[src/rtl/int_seq.sv]
// Interrupt/BRK/reset entry sequencer for the 6502 core: arbitrates entries at
// instruction boundaries, then owns the bus for six cycles to push PC/P and load the vector.
module int_seq #(
    parameter logic [15:0] NMI_VEC = 16'hFFFA,
    parameter logic [15:0] RST_VEC = 16'hFFFC,
    parameter logic [15:0] IRQ_VEC = 16'hFFFE
) (
    input  logic        i_clk,
    input  logic        i_rst,
    input  logic        READY,
    input  logic        NMI,
    input  logic        IRQ,
    input  logic        sync,
    input  logic        brk_start,
    input  logic        i_flag,
    input  logic [15:0] pc,
    input  logic [7:0]  p,
    input  logic [7:0]  sp,
    input  logic [7:0]  din,
    output logic        busy,
    output logic [15:0] addr,
    output logic [7:0]  dout,
    output logic        rw,
    output logic        sp_dec,
    output logic        set_i,
    output logic        pc_load,
    output logic [15:0] pc_new,
    output logic        done
);

    typedef enum logic [2:0] {
        ST_IDLE, ST_S1, ST_S2, ST_S3, ST_S4, ST_S5, ST_S6
    } state_t;

    typedef enum logic [1:0] {
        K_RST, K_NMI, K_IRQ, K_BRK
    } kind_t;

    state_t      state_q, state_d;
    kind_t       kind_q, kind_d;
    logic        nmi_lat_q, nmi_lat_d;
    logic        nmi_prev_q, nmi_prev_d;
    logic        first_q, first_d;
    logic [7:0]  vec_lo_q, vec_lo_d;
    logic [15:0] vec_addr;
    logic        push_rd;
    logic        push_go;

    always_comb begin
        case (kind_q)
            K_NMI:   vec_addr = NMI_VEC;
            K_RST:   vec_addr = RST_VEC;
            default: vec_addr = IRQ_VEC;
        endcase
    end

    assign busy = (state_q != ST_IDLE);

    always_comb begin
        state_d    = state_q;
        kind_d     = kind_q;
        vec_lo_d   = vec_lo_q;
        nmi_prev_d = NMI;
        first_d    = 1'b0;
        // The first cycle after reset is masked so an NMI held low across reset is not an edge.
        nmi_lat_d  = nmi_lat_q | (nmi_prev_q & ~NMI & ~first_q);
        addr       = '0;
        dout       = '0;
        rw         = 1'b1;
        sp_dec     = 1'b0;
        set_i      = 1'b0;
        pc_load    = 1'b0;
        pc_new     = '0;
        done       = 1'b0;
        push_rd    = (kind_q == K_RST);
        push_go    = ~push_rd | READY;

        case (state_q)
            ST_IDLE: begin
                if (sync && READY && nmi_lat_q) begin
                    kind_d  = K_NMI;
                    state_d = ST_S1;
                end else if (sync && READY && !IRQ && !i_flag) begin
                    kind_d  = K_IRQ;
                    state_d = ST_S1;
                end else if (brk_start) begin
                    kind_d  = K_BRK;
                    state_d = ST_S1;
                end
            end
            ST_S1: begin
                addr = pc;
                if (READY) state_d = ST_S2;
            end
            ST_S2: begin
                addr   = {8'h01, sp};
                dout   = pc[15:8];
                rw     = push_rd;
                sp_dec = push_go;
                if (push_go) state_d = ST_S3;
            end
            ST_S3: begin
                addr   = {8'h01, sp};
                dout   = pc[7:0];
                rw     = push_rd;
                sp_dec = push_go;
                if (push_go) state_d = ST_S4;
            end
            ST_S4: begin
                addr   = {8'h01, sp};
                dout   = {p[7:6], 1'b1, (kind_q == K_BRK), p[3:0]};
                rw     = push_rd;
                sp_dec = push_go;
                if (push_go) state_d = ST_S5;
                if (nmi_lat_q && (kind_q == K_IRQ || kind_q == K_BRK)) kind_d = K_NMI;
            end
            ST_S5: begin
                addr = vec_addr;
                if (READY) begin
                    vec_lo_d = din;
                    state_d  = ST_S6;
                    if (kind_q == K_NMI) nmi_lat_d = 1'b0;
                end
            end
            ST_S6: begin
                addr   = vec_addr + 16'd1;
                pc_new = {din, vec_lo_q};
                if (READY) begin
                    pc_load = 1'b1;
                    set_i   = 1'b1;
                    done    = 1'b1;
                    state_d = ST_IDLE;
                end
            end
            default: state_d = ST_IDLE;
        endcase
    end

    always_ff @(posedge i_clk) begin
        if (i_rst) begin
            state_q    <= ST_S1;
            kind_q     <= K_RST;
            nmi_lat_q  <= 1'b0;
            nmi_prev_q <= 1'b1;
            first_q    <= 1'b1;
            vec_lo_q   <= '0;
        end else begin
            state_q    <= state_d;
            kind_q     <= kind_d;
            nmi_lat_q  <= nmi_lat_d;
            nmi_prev_q <= nmi_prev_d;
            first_q    <= first_d;
            vec_lo_q   <= vec_lo_d;
        end
    end

endmodule

[config.mk]
export PLATFORM = sky130hd
export DESIGN_NAME = int_seq
export DESIGN_NICKNAME = d
export VERILOG_FILES = /design/src/rtl/int_seq.sv
export SDC_FILE = /design/constraint.sdc
export NUM_CORES = 1
export LEC_CHECK = 0
export CAP_MARGIN = 25
export CORE_ASPECT_RATIO = 1.5
export CORE_UTILIZATION = 33
export CTS_CLUSTER_SIZE = 20
export DETAILED_ROUTE_END_ITERATION = 8
export PLACE_DENSITY = 0.88
export SYNTH_ARGS = -nofsm -noshare
export SYNTH_HDL_FRONTEND = slang
export SYNTH_SLANG_ARGS = --single-unit
[constraint.sdc]
create_clock -name i_clk -period 1.3 [get_ports i_clk]
set_input_delay 0.13 -clock i_clk [delete_from_list [all_inputs] [get_ports i_clk]]
set_output_delay 0.13 -clock i_clk [all_outputs]
set_load 0.02 [all_outputs]
==> results of run 1 <==
==> worst max-delay path, delay by kind of cell, from the launching register on <==
kind | cells | cell delay, ns
buffers and inverters | 3 | 0.43
flip-flops | 1 | 0.39
AND/OR/NAND/NOR | 2 | 0.20
AO/OA/AOI/OAI | 2 | 0.19
==> per-stage QoR <==
stage | power (mW) | instance area (sq um)
after floorplan | 1.22 | 1510
after global placement | 1.81 | 2680
after detailed placement | 1.83 | 2680
after CTS | 2.35 | 2950
after global routing | 2.73 | 3310
final | 2.63 | 3310
==> placed cells by master, fill, tap and decap left out, drive strengths merged, types with 7 or more instances in the layout <==
master / instances
buf: 102
clkdlybuf4s50: 45
nand2: 31
a21oi: 22
nor2: 17
and3: 17
dfxtp: 16
o21ai: 13
mux2i: 9
a21o: 8
o31ai: 7
==> synthesized netlist by cell type (3+ instances only) <==
library cell / instances / area share
a21o_1: 8 / 0.042
a211oi_1: 4 / 0.021
o21ai_0: 13 / 0.046
buf_2: 7 / 0.025
nor2_1: 15 / 0.040
o31ai_1: 7 / 0.037
mux2i_1: 9 / 0.063
dfxtp_1: 16 / 0.23
nor3_1: 3 / 0.011
a21oi_1: 21 / 0.074
nand2_1: 30 / 0.079
and3_1: 17 / 0.075
o211ai_1: 5 / 0.026
a31oi_1: 4 / 0.018
buf_4: 5 / 0.026
clkbuf_1: 6 / 0.016
==> routing by layer <==
metal | vias up | part of all wire
met5 | - | 0
met4 | 0 | 0.041
met3 | 32 | 0.058
met2 | 151 | 0.58
met1 | 1080 | 0.32
li1 | 997 | -
==> registers in the layout (all words and copies together) (netlist names) <==
signal      flops
kind_q          2
nmi_lat_q       1
state_q         3
vec_lo_q        8
first_q         1
nmi_prev_q      1
==> area by class of cell <==
class / count / area [sq um] / share of cell area
timing repair buffer: 147 / 1450 / 0.437
multi-input combinational: 164 / 1420 / 0.430
sequential: 16 / 334 / 0.101
tap: 45 / 56.3 / 0.0170
clock buffer: 3 / 41.3 / 0.0125
inverter: 2 / 7.51 / 0.00227
==> worst min path at each step <==
stage	start	to	cells past startpoint
2_1_floorplan	i_rst	first_q$_DFF_P_	0
3_3_place_gp	vec_lo_q[5]$_SDFFE_PP0P_	vec_lo_q[5]$_SDFFE_PP0P_	2
3_5_place_dp	vec_lo_q[6]$_SDFFE_PP0P_	vec_lo_q[6]$_SDFFE_PP0P_	2
4_1_cts	din[1]	vec_lo_q[1]$_SDFFE_PP0P_	3
5_1_grt	din[3]	vec_lo_q[3]$_SDFFE_PP0P_	3
6_report	din[3]	vec_lo_q[3]$_SDFFE_PP0P_	3
==> what timing repair did <==
action	in CTS	in global routing
endpoints found under the setup margin	60	60
setup buffers	6	7
gates cloned	2	1
pin swaps	19	33
gates resized for setup	296	106
==> kinds of logic (layout without fill, tap and decap cells) <==
family / Yosys count / in the layout / synth area share
simple gates: 80 / 81 / 0.289
compound gates: 74 / 74 / 0.335
buf+inv: 22 / 152 / 0.0880
flops: 16 / 16 / 0.225
mux: 9 / 9 / 0.0634
==> power groups by stage <==
stage | sequential, mW | combinational, mW | clock [mW]
final | 0.553 | 1.69 | 0.384
after detailed placement | 0.548 | 1.29 | 0
after CTS | 0.547 | 1.43 | 0.374
after global placement | 0.547 | 1.26 | 0
after floorplan | 0.544 | 0.674 | 0
after global routing | 0.555 | 1.77 | 0.409
==> impl_metrics.env, run 1 <==
export IMPL_outcome="complete, but fails checks"
export IMPL_violations="setup timing"
export IMPL_fmax_mhz=618
export IMPL_period_share=1.24
export IMPL_drt_iter0_drc=107
export IMPL_comb_power_share=0.643
export IMPL_power_density_nw_per_um2=793
export IMPL_cts_sink_count=16
export IMPL_worstSetupStartpointType="flop"
export IMPL_sw_frac_of_total=0.398
export IMPL_grt_pass1_vias=2143
export IMPL_crit_slowest_cell="dfxtp_4"
export IMPL_grt_pass1_wl_mm=9.97
export IMPL_fin_util=0.821
export IMPL_critPathMaxStageDelay_ns=0.39
export IMPL_whs_ns=0.471
export IMPL_tightestPinTransition_ns=0.415
export IMPL_critical_path_arrival_ns=1.49
export IMPL_die_y_microns=82.4
export IMPL_critPathKind="flop to output pin"
export IMPL_ys_async_sr_fraction=0
export IMPL_ir_worst_vdd_uv=842
export IMPL_syn_avg_cell_area_sq_um=7.07
export IMPL_die_area_sq_um=4580
export IMPL_p_sw_mw=1.05
export IMPL_pwr_share_clk=0.146
export IMPL_dpl_hpwl_mm=4.13
export IMPL_synth_area_sq_um=1420
export IMPL_avgViaCountPerCell=5.99
export IMPL_finalSetupTns_ns=-13.39
export IMPL_cp_cell_sequence="buf_6 -> nand2_1 -> nor2_2 -> a211oi_2 -> buf_4 -> a31oi_4 -> buf_6"
export IMPL_numPlacedInstances=360
export IMPL_synth_flop_cell="dfxtp_1"
export IMPL_antenna_found_initial=0
export IMPL_crit_required_ns=1.17
export IMPL_maxSlewHeadroom=0.723
export IMPL_wl_per_cell_microns=20.6
export IMPL_drive_gt1_frac=0.584
export IMPL_synth_net_count=249
export IMPL_fin_nets=382
export IMPL_vias=2260
export IMPL_synth_seq_cells=16
export IMPL_cts_reportedPaths_clkPinSlew_ns=0.06
export IMPL_p_seq_frac=0.210
export IMPL_maxCapViolCount=0
export IMPL_crit_path_end_kind="output pin"
export IMPL_gr_usage_met3=0.0202
export IMPL_finalNonFillerCells=377
export IMPL_rows=28
export IMPL_core_sq_um=4030
export IMPL_io_pins=94
export IMPL_power_leakage_nw=1.45
export IMPL_clk_path_buf_depth=2
export IMPL_clk_latency_ns=0.25
export IMPL_grt_max_degree=19
export IMPL_fillers=230
export IMPL_pre_cts_slack_ns=-0.559
export IMPL_crit_end="addr[1]"
export IMPL_setup_viol=60
export IMPL_ctsHoldBuffers=0
export IMPL_r2r_end="vec_lo_q[0]$_SDFFE_PP0P_"
export IMPL_hold_viol_final=0
export IMPL_first_pass_iters=4
export IMPL_area_growth_pct=133
export IMPL_initial_utilization=0.353
export IMPL_numCtsBuffers=3
export IMPL_diodes=0
export IMPL_ys_types=41
export IMPL_io_buffers=91
export IMPL_ant_nets=0
export IMPL_setup_ws_ns=-0.317
export IMPL_crit_top_cell="buf_6"
export IMPL_cts_root_buffer_cell="clkbuf_8"
export IMPL_p_int_mw=1.58
export IMPL_fin_skew_ns=0.00102
export IMPL_cts_tree="built"
export IMPL_worst_path_max_fanout=10
export IMPL_synth_edf_count=0
export IMPL_overflow=0
export IMPL_use_met2=0.576
export IMPL_ys_seq_area_frac=0.225
export IMPL_rsz0062_at_grt="true"
export IMPL_reg2reg_depth=9
export IMPL_period_minus_slack_ns=1.62
export IMPL_hold_path_class="primary input to flop"
export IMPL_htree_num_levels=1
export IMPL_slew_viol_final=0
export IMPL_wl_mm=7.76
export IMPL_synthCells=201
export IMPL_routabilityCongestion=0.834
export IMPL_grt_total_usage=0.274
export IMPL_startpoint="state_q[0]$_SDFFE_PP1P_"
export IMPL_reg2reg_from="state_q[0]$_SDFFE_PP1P_"
export IMPL_regToRegSetupSlack_ns=-0.25
export IMPL_ys_warn_count=0
export IMPL_die_w_microns=55.6
export IMPL_use_met1=0.262
export IMPL_gr_max_usage_layer="met2"
export IMPL_drc=0
Note: power is estimated with default switching activity, not from simulation.
==> inputs of run 2 (changes only) <==
--- a/config.mk
+++ b/config.mk
@@ -7,6 +7,7 @@
 export LEC_CHECK = 0
 export CAP_MARGIN = 25
 export CORE_ASPECT_RATIO = 1.5
+export CORE_MARGIN = 1.5
 export CORE_UTILIZATION = 33
 export CTS_CLUSTER_SIZE = 20
 export DETAILED_ROUTE_END_ITERATION = 8
==> run 2 against run 1 <==
  * The run still ends with setup timing left
  * Cell area is 2.8% higher
  * Combinational power hardly changed
  * Die area is 3.0% higher
  * Clock skew is 0.0018 ns higher
  * Sequential power hardly changed
  * Count of clock-buffer cells in the layout stayed put
  * Largest cell class unchanged
  * Largest power group unchanged
==> impl_metrics.env, run 2 (synthesized netlist as in run 1, its figures left out) <==
export IMPL_core_sq_um=4170
export IMPL_grt_pass1_vias=2425
export IMPL_crit_path_end_kind="output pin"
export IMPL_wl_per_cell_microns=20.7
export IMPL_critical_path_arrival_ns=1.61
export IMPL_regToRegSetupSlack_ns=-0.16
export IMPL_drc=0
export IMPL_die_y_microns=83.4
export IMPL_ant_nets=0
export IMPL_ctsHoldBuffers=0
export IMPL_cts_tree="built"
export IMPL_reg2reg_from="state_q[0]$_SDFFE_PP1P_"
export IMPL_io_buffers=91
export IMPL_outcome="complete, but fails checks"
export IMPL_fin_nets=396
export IMPL_critPathMaxStageDelay_ns=0.38
export IMPL_die_area_sq_um=4720
export IMPL_diodes=0
export IMPL_cp_cell_sequence="buf_6 -> nor3b_4 -> buf_4 -> nand2_1 -> o21ai_1 -> buf_4"
export IMPL_overflow=0
export IMPL_whs_ns=0.461
export IMPL_hold_viol_final=0
export IMPL_routabilityCongestion=0.888
export IMPL_cts_reportedPaths_clkPinSlew_ns=0.07
export IMPL_maxCapViolCount=0
export IMPL_critPathKind="flop to output pin"
export IMPL_vias=2309
export IMPL_largest_reg_flops=8
export IMPL_tightestPinTransition_ns=0.469
export IMPL_crit_slowest_cell="dfxtp_4"
export IMPL_r2r_end="nmi_lat_q$_SDFF_PP0_"
export IMPL_clk_latency_ns=0.26
export IMPL_io_pins=94
export IMPL_p_total_mw=2.67
export IMPL_hold_path_class="flop to flop"
export IMPL_drive_gt1_frac=0.558
export IMPL_grt_pass1_wl_mm=11.0
export IMPL_dpl_hpwl_mm=4.16
export IMPL_area_growth_pct=139
export IMPL_drt_iter0_drc=106
export IMPL_grt_max_degree=16
export IMPL_avgViaCountPerCell=5.89
export IMPL_worst_path_max_fanout=6
export IMPL_final_cell_mix="buf_6 (59), buf_4 (50), clkdlybuf4s50_1 (45)"
export IMPL_cts_sink_count=16
export IMPL_setup_ws_ns=-0.444
export IMPL_layout_commonest_cell="buf_6"
export IMPL_cts_root_buffer_cell="clkbuf_8"
export IMPL_period_share=1.34
export IMPL_rows=29
export IMPL_worstSetupStartpointType="flop"
export IMPL_power_leakage_nw=1.47
export IMPL_fillers=236
export IMPL_numCtsBuffers=3
export IMPL_power_density_nw_per_um2=784
export IMPL_htree_num_levels=1
export IMPL_violations="setup timing"
export IMPL_reg2reg_depth=5
export IMPL_initial_utilization=0.341
export IMPL_maxSlewHeadroom=0.687
export IMPL_fmax_mhz=573
export IMPL_slew_viol_final=0
export IMPL_period_minus_slack_ns=1.74
export IMPL_grt_total_usage=0.296
export IMPL_ir_worst_vdd_uv=906
export IMPL_first_pass_iters=4
export IMPL_setup_viol=60
export IMPL_die_w_microns=56.6
export IMPL_hold_depth=2
export IMPL_hold_path_endpoint="vec_lo_q[1]$_SDFFE_PP0P_"
export IMPL_crit_required_ns=1.17
export IMPL_crit_top_cell="buf_4"
export IMPL_largest_register="vec_lo_q"
export IMPL_reg_top3="vec_lo_q (8), state_q (3), kind_q (2)"
export IMPL_clk_path_buf_depth=2
export IMPL_fin_skew_ns=0.00281
export IMPL_hold_start="vec_lo_q[1]$_SDFFE_PP0P_"
export IMPL_wl_mm=8.13
export IMPL_antenna_found_initial=0
export IMPL_rsz0062_at_grt="true"
==> run 2: changes by cell type in the layout (fill, tap and decap cells not counted), sizes merged <==
cell,before,now
buf,102,116
==> run 2: cell type report <==
| type | count | area [sq um] | share of cell area |
|---|---|---|---|
| Clock buffer | 3 | 41.3 | 0.0121 |
| Inverter | 2 | 7.51 | 0.00221 |
| Multi-Input combinational cell | 164 | 1370 | 0.402 |
| Sequential cell | 16 | 334 | 0.0982 |
| Tap cell | 46 | 57.6 | 0.0169 |
| Timing Repair Buffer | 161 | 1590 | 0.468 |
==> run 2: timing repair <==
item,in CTS,in global routing
gates cloned,5,1
gates resized for setup,321,56
setup endpoints to repair,60,60
pin swaps,18,22
setup buffers,15,7
==> run 2: stage by stage <==
stage / worst slack (ns) / area (sq um) / util / setup TNS, ns / instances
finish: -0.444 / 3400 / 0.815 / -15.36 / 392
global route: -0.516 / 3400 / 0.815 / -17.65 / 392
CTS: -0.326 / 3160 / 0.757 / -10.96 / 387
detailed placement: -0.612 / 2730 / 0.653 / -27.01 / 365
global placement: -0.576 / 2730 / 0.653 / -25.06 / 365
floorplan: -0.102 / 1510 / - / -0.603 / 201
==> run 2: metal layers <==
| layer | vias up | share of wire | track usage |
|---|---|---|---|
| met5 | - | 0 | 0 |
| met4 | 0 | 0.060 | 0.188 |
| met3 | 44 | 0.049 | 0.0498 |
| met2 | 126 | 0.54 | 0.554 |
| met1 | 1109 | 0.35 | 0.285 |
| li1 | 1030 | - | - |
==> run 2: worst max-delay path by stage <==
stage | start | to | slack, ns | depth (start not counted)
2_1_floorplan | state_q[1]$_SDFFE_PP0P_ | addr[3] | -0.10 | 4
3_3_place_gp | state_q[0]$_SDFFE_PP1P_ | addr[13] | -0.58 | 5
3_5_place_dp | state_q[0]$_SDFFE_PP1P_ | addr[9] | -0.61 | 5
4_1_cts | state_q[0]$_SDFFE_PP1P_ | dout[7] | -0.33 | 6
5_1_grt | state_q[0]$_SDFFE_PP1P_ | dout[2] | -0.52 | 6
6_report | state_q[0]$_SDFFE_PP1P_ | dout[2] | -0.44 | 6
==> run 2: critical path: cells and delay by family (launching register included) <==
family	cells	cell delay (ns)
flops	1	0.38
compound gates	1	0.13
buf+inv	3	0.52
simple gates	2	0.33
==> run 2: report_power, final <==
group,internal (mW),switching [mW]
clock,0.207,0.195
sequential,0.519,0.0338
combinational,0.883,0.831
total,1.61,1.06
